==> src/rtl/latch_pkg.sv <==
// Shared constants for the latch event logger: record layout, defaults, counter saturation.
package latch_pkg;

  localparam int unsigned DEFAULT_DEPTH   = 4;
  localparam int unsigned DEFAULT_STAMP_W = 8;

  // Flag bit offsets above the stamp field; a record is {src, rise, stamp}
  localparam int unsigned SRC_BIT  = 1;
  localparam int unsigned RISE_BIT = 0;

  localparam logic SRC_C = 1'b0;
  localparam logic SRC_D = 1'b1;

  localparam int unsigned        CNT_W   = 8;
  localparam logic [CNT_W-1:0]   CNT_SAT = {CNT_W{1'b1}};

  // Saturating increment for the rising-edge counters
  function automatic logic [CNT_W-1:0] sat_inc(input logic [CNT_W-1:0] v);
    return (v == CNT_SAT) ? v : v + CNT_W'(1);
  endfunction

endpackage

==> src/rtl/edge_sync.sv <==
// Two-flop synchronizer plus a third flop for edge detection of one async input.
module edge_sync (
  input  logic clk,
  input  logic reset_n,
  input  logic async_in,
  output logic edge_c,
  output logic level
);

  logic s1, s2, s3;

  // Synchronizer chain; all stages clear to 0 so a high input after reset reads as a rise
  always_ff @(posedge clk or negedge reset_n) begin
    if (!reset_n) begin
      s1 <= 1'b0;
      s2 <= 1'b0;
      s3 <= 1'b0;
    end else begin
      s1 <= async_in;
      s2 <= s1;
      s3 <= s2;
    end
  end

  assign level  = s2;
  assign edge_c = s2 ^ s3;

endmodule

==> src/rtl/latch_event_logger.sv <==
// Timestamps edges on the latch outputs c/d into a small FIFO and counts rising edges.
module latch_event_logger
  import latch_pkg::*;
#(
  parameter int unsigned DEPTH   = DEFAULT_DEPTH,
  parameter int unsigned STAMP_W = DEFAULT_STAMP_W
) (
  input  logic                 clk,
  input  logic                 reset_n,
  input  logic                 c_in,
  input  logic                 d_in,
  input  logic                 clr,
  input  logic                 out_ready,
  output logic                 out_valid,
  output logic [STAMP_W+1:0]   out_data,
  output logic [CNT_W-1:0]     count_c,
  output logic [CNT_W-1:0]     count_d,
  output logic                 overflow
);

  localparam int unsigned AW    = (DEPTH > 1) ? $clog2(DEPTH) : 1;
  localparam int unsigned CW    = AW + 1;
  localparam int unsigned REC_W = STAMP_W + 2;

  logic c_edge, c_level, d_edge, d_level;

  edge_sync u_sync_c (
    .clk      (clk),
    .reset_n  (reset_n),
    .async_in (c_in),
    .edge_c   (c_edge),
    .level    (c_level)
  );

  edge_sync u_sync_d (
    .clk      (clk),
    .reset_n  (reset_n),
    .async_in (d_in),
    .edge_c   (d_edge),
    .level    (d_level)
  );

  logic [STAMP_W-1:0] stamp;
  logic [REC_W-1:0]   mem [DEPTH];
  logic [AW-1:0]      rd_ptr, wr_ptr;
  logic [CW-1:0]      fill;

  logic               rd;
  logic [CW-1:0]      free;
  logic [1:0]         pend;
  logic               we0, we1, drop;
  logic [REC_W-1:0]   rec_c, rec_d, rec0, rec1, head_nxt;
  logic [AW-1:0]      wr_ptr1, rd_ptr_nxt;
  logic [CW-1:0]      n_wr, fill_nxt;

  // Free-running timestamp; only reset clears it
  always_ff @(posedge clk or negedge reset_n) begin
    if (!reset_n) stamp <= '0;
    else          stamp <= stamp + STAMP_W'(1);
  end

  // Admission of up to two events (c first) against space freed by a same-cycle read
  always_comb begin
    rec_c = '0;
    rec_c[STAMP_W-1:0]        = stamp;
    rec_c[STAMP_W + RISE_BIT] = c_level;
    rec_c[STAMP_W + SRC_BIT]  = SRC_C;
    rec_d = '0;
    rec_d[STAMP_W-1:0]        = stamp;
    rec_d[STAMP_W + RISE_BIT] = d_level;
    rec_d[STAMP_W + SRC_BIT]  = SRC_D;

    rd   = out_valid && out_ready;
    free = CW'(DEPTH) - fill + CW'(rd);
    pend = {1'b0, c_edge} + {1'b0, d_edge};

    we0  = (pend != 2'd0) && (free != '0);
    we1  = (pend == 2'd2) && (free >= CW'(2));
    drop = ((pend == 2'd2) && (free < CW'(2))) || ((pend == 2'd1) && (free == '0));

    rec0 = c_edge ? rec_c : rec_d;
    rec1 = rec_d;

    wr_ptr1    = wr_ptr + AW'(1);
    rd_ptr_nxt = rd ? rd_ptr + AW'(1) : rd_ptr;
    n_wr       = CW'(we0) + CW'(we1);
    fill_nxt   = fill + n_wr - CW'(rd);

    // Next head: a slot being written this cycle only becomes head if the FIFO drains to it
    if (we0 && (rd_ptr_nxt == wr_ptr))       head_nxt = rec0;
    else if (we1 && (rd_ptr_nxt == wr_ptr1)) head_nxt = rec1;
    else                                     head_nxt = mem[rd_ptr_nxt];
  end

  // Record storage; no reset needed since pointers define validity
  always_ff @(posedge clk) begin
    if (!clr) begin
      if (we0) mem[wr_ptr]  <= rec0;
      if (we1) mem[wr_ptr1] <= rec1;
    end
  end

  // FIFO pointers, registered head/valid and sticky overflow
  always_ff @(posedge clk or negedge reset_n) begin
    if (!reset_n) begin
      rd_ptr    <= '0;
      wr_ptr    <= '0;
      fill      <= '0;
      out_valid <= 1'b0;
      out_data  <= '0;
      overflow  <= 1'b0;
    end else if (clr) begin
      rd_ptr    <= '0;
      wr_ptr    <= '0;
      fill      <= '0;
      out_valid <= 1'b0;
      out_data  <= '0;
      overflow  <= 1'b0;
    end else begin
      rd_ptr    <= rd_ptr_nxt;
      wr_ptr    <= wr_ptr + AW'(n_wr);
      fill      <= fill_nxt;
      out_valid <= (fill_nxt != '0);
      out_data  <= head_nxt;
      overflow  <= overflow | drop;
    end
  end

  // Rising-edge counters, counting dropped events too
  always_ff @(posedge clk or negedge reset_n) begin
    if (!reset_n) begin
      count_c <= '0;
      count_d <= '0;
    end else if (clr) begin
      count_c <= '0;
      count_d <= '0;
    end else begin
      if (c_edge && c_level) count_c <= sat_inc(count_c);
      if (d_edge && d_level) count_d <= sat_inc(count_d);
    end
  end

endmodule
==> config.mk <==
export PLATFORM = sky130hd
export DESIGN_NAME = latch_event_logger
export DESIGN_NICKNAME = d
export VERILOG_FILES = /design/src/rtl/latch_pkg.sv /design/src/rtl/edge_sync.sv /design/src/rtl/latch_event_logger.sv
export SDC_FILE = /design/constraint.sdc
export NUM_CORES = 1
export LEC_CHECK = 0
export BUFFER_PORTS_ARGS = -buffer_cell sky130_fd_sc_hd__buf_2
export CAP_MARGIN = 20
export CORE_UTILIZATION = 35
export CTS_CLUSTER_SIZE = 10
export DETAILED_ROUTE_END_ITERATION = 10
export GPL_TIMING_DRIVEN = 0
export PLACE_DENSITY = 0.57
export SYNTH_ARGS = -nofsm -noshare
export SYNTH_HDL_FRONTEND = slang
export SYNTH_SLANG_ARGS = --single-unit
==> constraint.sdc <==
create_clock -name clk -period 3.85 [get_ports clk]
set_clock_uncertainty 0.2 [all_clocks]
set_input_delay 0.5775 -clock clk [delete_from_list [all_inputs] [get_ports clk]]
set_output_delay 0.5775 -clock clk [all_outputs]
set_load 0.03 [all_outputs]
==> metrics.cfg, run 1 <==
[run_status]
outcome=finished, final reports clean

[critical_path]
cp-start-kind=register
path_delay_family=adder cells
crit_arrival_ns=3.60
cpMaxStageDelayCell=dfrtp_2
cp_common_cell=ha_1
path_class=register to register
cp_slowest_stage_delay_ns=0.48
path_cells=nand2_8, ha_1, inv_1, ha_1, xnor2_2, nor2b_4, nor2b_1, ha_1, inv_1, ha_1, inv_1, ha_1, inv_1, fa_1, xnor2_1, xnor2_1, a31oi_1
ff2ff_path_depth=17
rrSetupSlack_ns=0.24
cp.depth=17
crit_fanout=20
crit_buf_inv=4
worst_ep_required_time_ns=3.84
worst_setup_path_end_kind=register

[placement]
gp_congestion=0.8199
port_buffers=33
dpl_worst_slack_ns=-0.6967
hpwlAfterDp_um=7302

[pwr]
power.density_mw_per_mm2=678.7
leakagePower_nw=2.272
peakVddDrop_mv=0.2267
p_total_mw=3.628

[cts]
clockBufferDepth=2
insertion_delay_ns=0.34
cts_buffers=9
clk_pin_slew_ns=0.07
post_cts_buffers=0
cts_root_buf=clkbuf_16
cts_tree=done
htree_levels=3
clock-sinks=89

[die]
initial_core_util_pct=36.11
die_w_um=116.6
fp.dieH_um=116.6
die_area_mm2=0.01359
num_rows=41
pin_count=34
core_area_mm2=0.01272

[drt]
wire_per_inst_um=16.57
viasPerCell=5.234
drc_errors=0
drt-pass1-iter-count=4
vias=3292
wl_um=10420
met3_wirelength_um=396
maxUsedRoutingLayer=met4
route.met2.wl_um=4814
drt-met1-wl_um=5005
antenna_left=0
drtIter0Drc=192

[finish]
antenna_cells=0
nFillCells=1226
drive_gt1_share_pct=18.16
area_delta_synth_final_pct=16.37
final_cell_mix=48 x dfrtp_1, 45 x buf_2, 36 x edfxtp_1
layout_commonest_cell=dfrtp_1
final_nets=478

[sta]
min_period_ns=3.613
holdWs_ns=0.1464
fin_crit_sh_pct=93.85
hold_violations=0
fin_ws_ns=0.2366
tightest_slew_ns=0.6998
drv_slew=0
rsz0062_at_grt=false
setup_violations=0
slew_headroom_pct=53.35
clock.fmax_mhz=276.7

[synthesis]
netlist.area_leader.share_pct=26.69
synth_cells=408
synth_edf_count=36
netlist_top_cells_area=dfrtp_1 27%, edfxtp_1 24%, ha_1 5.2%, and2_1 3.4%, xnor2_1 2.9%
synthesis.nets=434
syn_area_per_cell_um2=11.26
synth.distinct_cells=49
async_flop_share_pct=55.06
ys_seq_area_share_pct=51.96
yosysTopAreaCell=dfrtp_1
synth_flop_cell=dfrtp_1
syn_area_mm2=0.004594
ys_ff_latch=89
synth.yosys.warnings=0

[min_path]
hold_path_class=input port to register
whs_path_depth=1

[grt]
grt_overflow=0
grt_pass1_wl_um=16970
grt_pass1_vias=3291
grt_start_max_net_pins=40
grtUsageTotal_pct=16.72
antenna_found_initial=0

[job]
max-cap-violations=0

## what timing repair did
action | CTS | global route
setup endpoints to repair | 3 | 2
resized for setup | 4 | 2
hold endpoints to repair | 10 | 0
hold buffers | 1 | 0
## kinds of logic after synthesis
| group | Yosys count | synth area share, % |
|---|---|---|
| mux | 13 | 3.050 |
| buf+inv | 42 | 4.112 |
| fa+ha+maj | 20 | 5.610 |
| compound gates | 96 | 15.20 |
| simple gates | 119 | 13.64 |
| flops | 89 | 51.96 |
| xor+xnor | 29 | 6.427 |
## Yosys cell counts (3+ instances only)
cell / instances
a2111o_1: 6
a21oi_1: 20
a221o_1: 3
a22o_1: 4
a31o_2: 4
a31oi_1: 3
and2_1: 25
and3_1: 9
buf_2: 13
clkbuf_1: 6
dfrtp_1: 49
dfxtp_1: 4
edfxtp_1: 36
ha_1: 19
inv_1: 19
mux2_2: 8
mux2i_1: 5
nand2_1: 26
nand3_1: 7
nand4_1: 6
nor2_1: 24
nor2b_1: 5
o211ai_1: 5
o21a_1: 7
o21ai_0: 9
o221ai_1: 10
o22ai_1: 7
o31ai_1: 10
or3_1: 9
xnor2_1: 15
xnor3_1: 3
xor2_1: 11
## worst reg2reg max path: cells and delay by family, from the launching register on
kind | cells | cell delay [ns]
AO/OA/AOI/OAI | 1 | 0.11
XOR/XNOR | 3 | 0.59
adder cells (fa/ha/maj) | 6 | 1.44
buffers and inverters | 4 | 0.20
flip-flops | 1 | 0.48
AND/OR/NAND/NOR | 3 | 0.45
## flip-flops by register name, summed over array words and instances (netlist names), 2 cells and up
name / cells
wr_ptr: 2
count_d: 8
rd_ptr: 2
out_data: 10
stamp: 8
count_c: 8
fill: 3
mem: 40
## metal layers
| layer | up-vias | global-route usage [%] |
|---|---|---|
| met2 | 76 | 25.92 |
| li1 | 1590 | - |
| met5 | - | 0 |
| met4 | 0 | 7.004 |
| met3 | 17 | 3.425 |
| met1 | 1609 | 22.80 |
## layout make-up
| cell class | count | area [um2] | share of cell area, % |
|---|---|---|---|
| multi-input combinational | 277 | 2049 | 38.33 |
| buffer | 20 | 105.1 | 1.966 |
| inverter | 20 | 75.07 | 1.404 |
| tap | 172 | 215.2 | 4.025 |
| clock buffer | 9 | 225.2 | 4.212 |
| clock inverter | 7 | 92.59 | 1.732 |
| timing repair buffer | 35 | 195.2 | 3.651 |
| sequential | 89 | 2389 | 44.68 |
## stage by stage
step,util (%),std cells,area [um2],setup TNS [ns]
floorplan,-,408,4598,0
global placement,39.13,613,4979,-3.474
detailed placement,39.29,614,4999,-3.909
CTS,41.97,630,5340,0
global route,42.02,629,5346,0
finish,42.02,629,5346,0
## power by group
part	total, mW	switching [mW]	internal, mW
Combinational	1.41	0.831	0.583
Clock	0.930	0.361	0.569
Sequential	1.28	0.0959	1.19
## path summary, 6_finish.rpt
kind	endpoint	start
worst min register to register	u_sync_d.level$_DFF_PN0_	u_sync_d.s1$_DFF_PN0_
worst max register to register	out_valid$_DFF_PN0_	out_valid$_DFF_PN0_
min in group asynchronous	count_c[0]$_DFFE_PN0P_	reset_n
worst min-delay path	u_sync_c.s1$_DFF_PN0_	c_in
max in group asynchronous	out_valid$_DFF_PN0_	reset_n
worst max-delay path	out_valid$_DFF_PN0_	out_valid$_DFF_PN0_
Power figures use the tool's default switching activity.
==> run 2: changes to the inputs <==
Settings changed: PLACE_DENSITY 0.57 to 0.55.
Clock period 3.85 ns to 3.5 ns, I/O delays scaled along.
==> metrics.cfg, run 2 (synthesis gave the netlist of run 1 again) <==
[finish]
final_nets=485  ; +1.5%
final_cell_mix=47 x dfrtp_1, 45 x buf_2, 36 x edfxtp_1
area_delta_synth_final_pct=16.61
drive_gt1_share_pct=20.47  ; +2.3 points
largest_reg_flops=40  ; unchanged
layout_commonest_cell=dfrtp_1
fin_cells=636  ; +1.1%
antenna_cells=0  ; unchanged
top_register=mem
reg_top3=mem (40), out_data (10)

[die]
initial_core_util_pct=36.11  ; unchanged
die_area_mm2=0.01359  ; unchanged
num_rows=41  ; unchanged
core_area_mm2=0.01272  ; unchanged
pin_count=34  ; unchanged
die_w_um=116.6  ; unchanged
fp.dieH_um=116.6  ; unchanged

[grt]
grt_overflow=0  ; unchanged
grtUsageTotal_pct=16.93  ; +0.21 points
grt_start_max_net_pins=26  ; -35%
use_met2_pct=25.80  ; -0.12 points
antenna_found_initial=0  ; unchanged
use_met1_pct=23.18  ; +0.38 points
grt_pass1_wl_um=17120  ; +0.89%
busiest_layer=met2
grt_pass1_vias=3305  ; +0.43%
globalRouteMet3Util_pct=3.477  ; +0.052 points

[pwr]
power.density_mw_per_mm2=733.8  ; +8.1%
peakVddDrop_mv=0.2320  ; +2.4%
leakagePower_nw=2.277  ; +0.20%

[sta]
setup_violations=0  ; unchanged
slew_headroom_pct=52.80  ; -0.55 points
holdWs_ns=-0.01454  ; -0.1610 ns
min_period_ns=3.387  ; -0.2266 ns
clock.fmax_mhz=295.3  ; +6.7%
fin_ws_ns=0.1132  ; -0.1234 ns
hold_violations=24  ; +24
tightest_slew_ns=0.7081  ; +0.008238 ns
drv_slew=0  ; unchanged
finalSetupTns_ns=0  ; unchanged
fin_crit_sh_pct=96.77  ; +2.9 points

[critical_path]
r2r_end=out_valid$_DFF_PN0_
ff2ff_path_depth=17  ; unchanged
crit_arrival_ns=3.37  ; -0.23 ns
crit_fanout=3  ; -85%
rrSetupSlack_ns=0.11  ; -0.12 ns
cp-start-kind=register
rr_startpoint=out_valid$_DFF_PN0_
path_class=register to register
worst_setup_path_end_kind=register
worst_ep_required_time_ns=3.49  ; -0.35 ns

[min_path]
hold_path_class=input port to async pin

[drt]
wl_um=10530  ; +1.0%
drtIter0Drc=164  ; -15%
drt-pass1-iter-count=4  ; unchanged
wire_per_inst_um=16.55  ; -0.10%
drc_errors=0  ; unchanged
vias=3287  ; -0.15%
viasPerCell=5.168  ; -1.3%
antenna_left=0  ; unchanged

[cts]
clk_pin_slew_ns=0.06  ; about the same
clockBufferDepth=2  ; unchanged
cts_buffers=9  ; unchanged
cts_root_buf=clkbuf_16
insertion_delay_ns=0.34  ; about the same
clock-sinks=89  ; unchanged
cts_tree=done
htree_levels=3  ; unchanged

[placement]
gp_congestion=0.7961  ; -2.9%
port_buffers=33  ; unchanged
dpl_worst_slack_ns=-0.4588  ; +0.2379 ns
hpwlAfterDp_um=7381  ; +1.1%
dp.cells=614  ; unchanged

[run_status]
violations=negative hold slack
outcome=finished, violations left

[job]
max-cap-violations=0  ; unchanged

-- run 2: changes by cell type in the layout (fill, tap and decap cells not counted), moves of 2 or more --
| cell | change |
|---|---|
| ha_1 | -3 |
| ha_2 | +2 |
| inv_2 | +2 |
| clkbuf_1 | +3 |
| clkinv_1 | +2 |
| buf_4 | +8 |
| bufinv_16 | -2 |
| inv_1 | -2 |
-- run 2: final cells by class --
cell class	instances	area [um2]
buffer	20	105.1
clock buffer	12	236.5
clock inverter	4	20.02
fill	1250	7365
inverter	20	75.07
multi-input combinational	277	2071
sequential	89	2390
tap	172	215.2
timing repair buffer	42	245.2
-- run 2: stage by stage --
step           area (um2)  utilization, %  total power [mW]
4_1_cts              5331           41.91             3.926
3_5_place_dp         5037           39.59             2.995
3_3_place_gp         5017           39.44             2.971
2_1_floorplan        4637               -             2.591
5_1_grt              5358           42.11             4.177
6_report             5358           42.11             3.931
-- run 2: report_power, final --
group / internal (mW) / switching [mW]
logic: 0.727 / 0.946
clock network: 0.475 / 0.378
registers: 1.31 / 0.0979
total: 2.51 / 1.42
-- run 2: worst max-delay path by stage --
stage / startpoint / to / slack (ns) / depth (start not counted)
2_1_floorplan: out_ready / out_valid$_DFF_PN0_ / 0.02 / 19
3_3_place_gp: out_ready / out_valid$_DFF_PN0_ / -0.44 / 20
3_5_place_dp: out_ready / out_valid$_DFF_PN0_ / -0.46 / 20
4_1_cts: out_valid$_DFF_PN0_ / out_valid$_DFF_PN0_ / 0.008 / 18
5_1_grt: out_valid$_DFF_PN0_ / out_valid$_DFF_PN0_ / -0.05 / 17
6_report: out_valid$_DFF_PN0_ / out_valid$_DFF_PN0_ / 0.11 / 17
-- run 2: routing by layer --
layer,part of all wire (%),routed length [um]
met1,47,5000
met2,47,4937
met3,4.4,463
met4,1.2,126
met5,0,0
-- run 2: repair_timing --
action,in CTS,in global routing
setup buffers,4,4
setup endpoints to repair,3,2
resized for setup,2,7
pin swaps,2,7
gates cloned,0,0
hold buffers,0,0
-- run 2: critical path, cell delays in order (launching register included) --
cell and delay, ns:
dfrtp_2 0.43, nand2_4 0.10, ha_4 0.12, inv_1 0.03
ha_2 0.17, xnor2_2 0.20, nor2b_4 0.20, nor2b_1 0.06
ha_1 0.30, inv_1 0.05, ha_1 0.27, inv_1 0.06
ha_2 0.16, inv_2 0.04, fa_2 0.36, xnor2_2 0.14
xnor2_1 0.22, a31oi_1 0.11
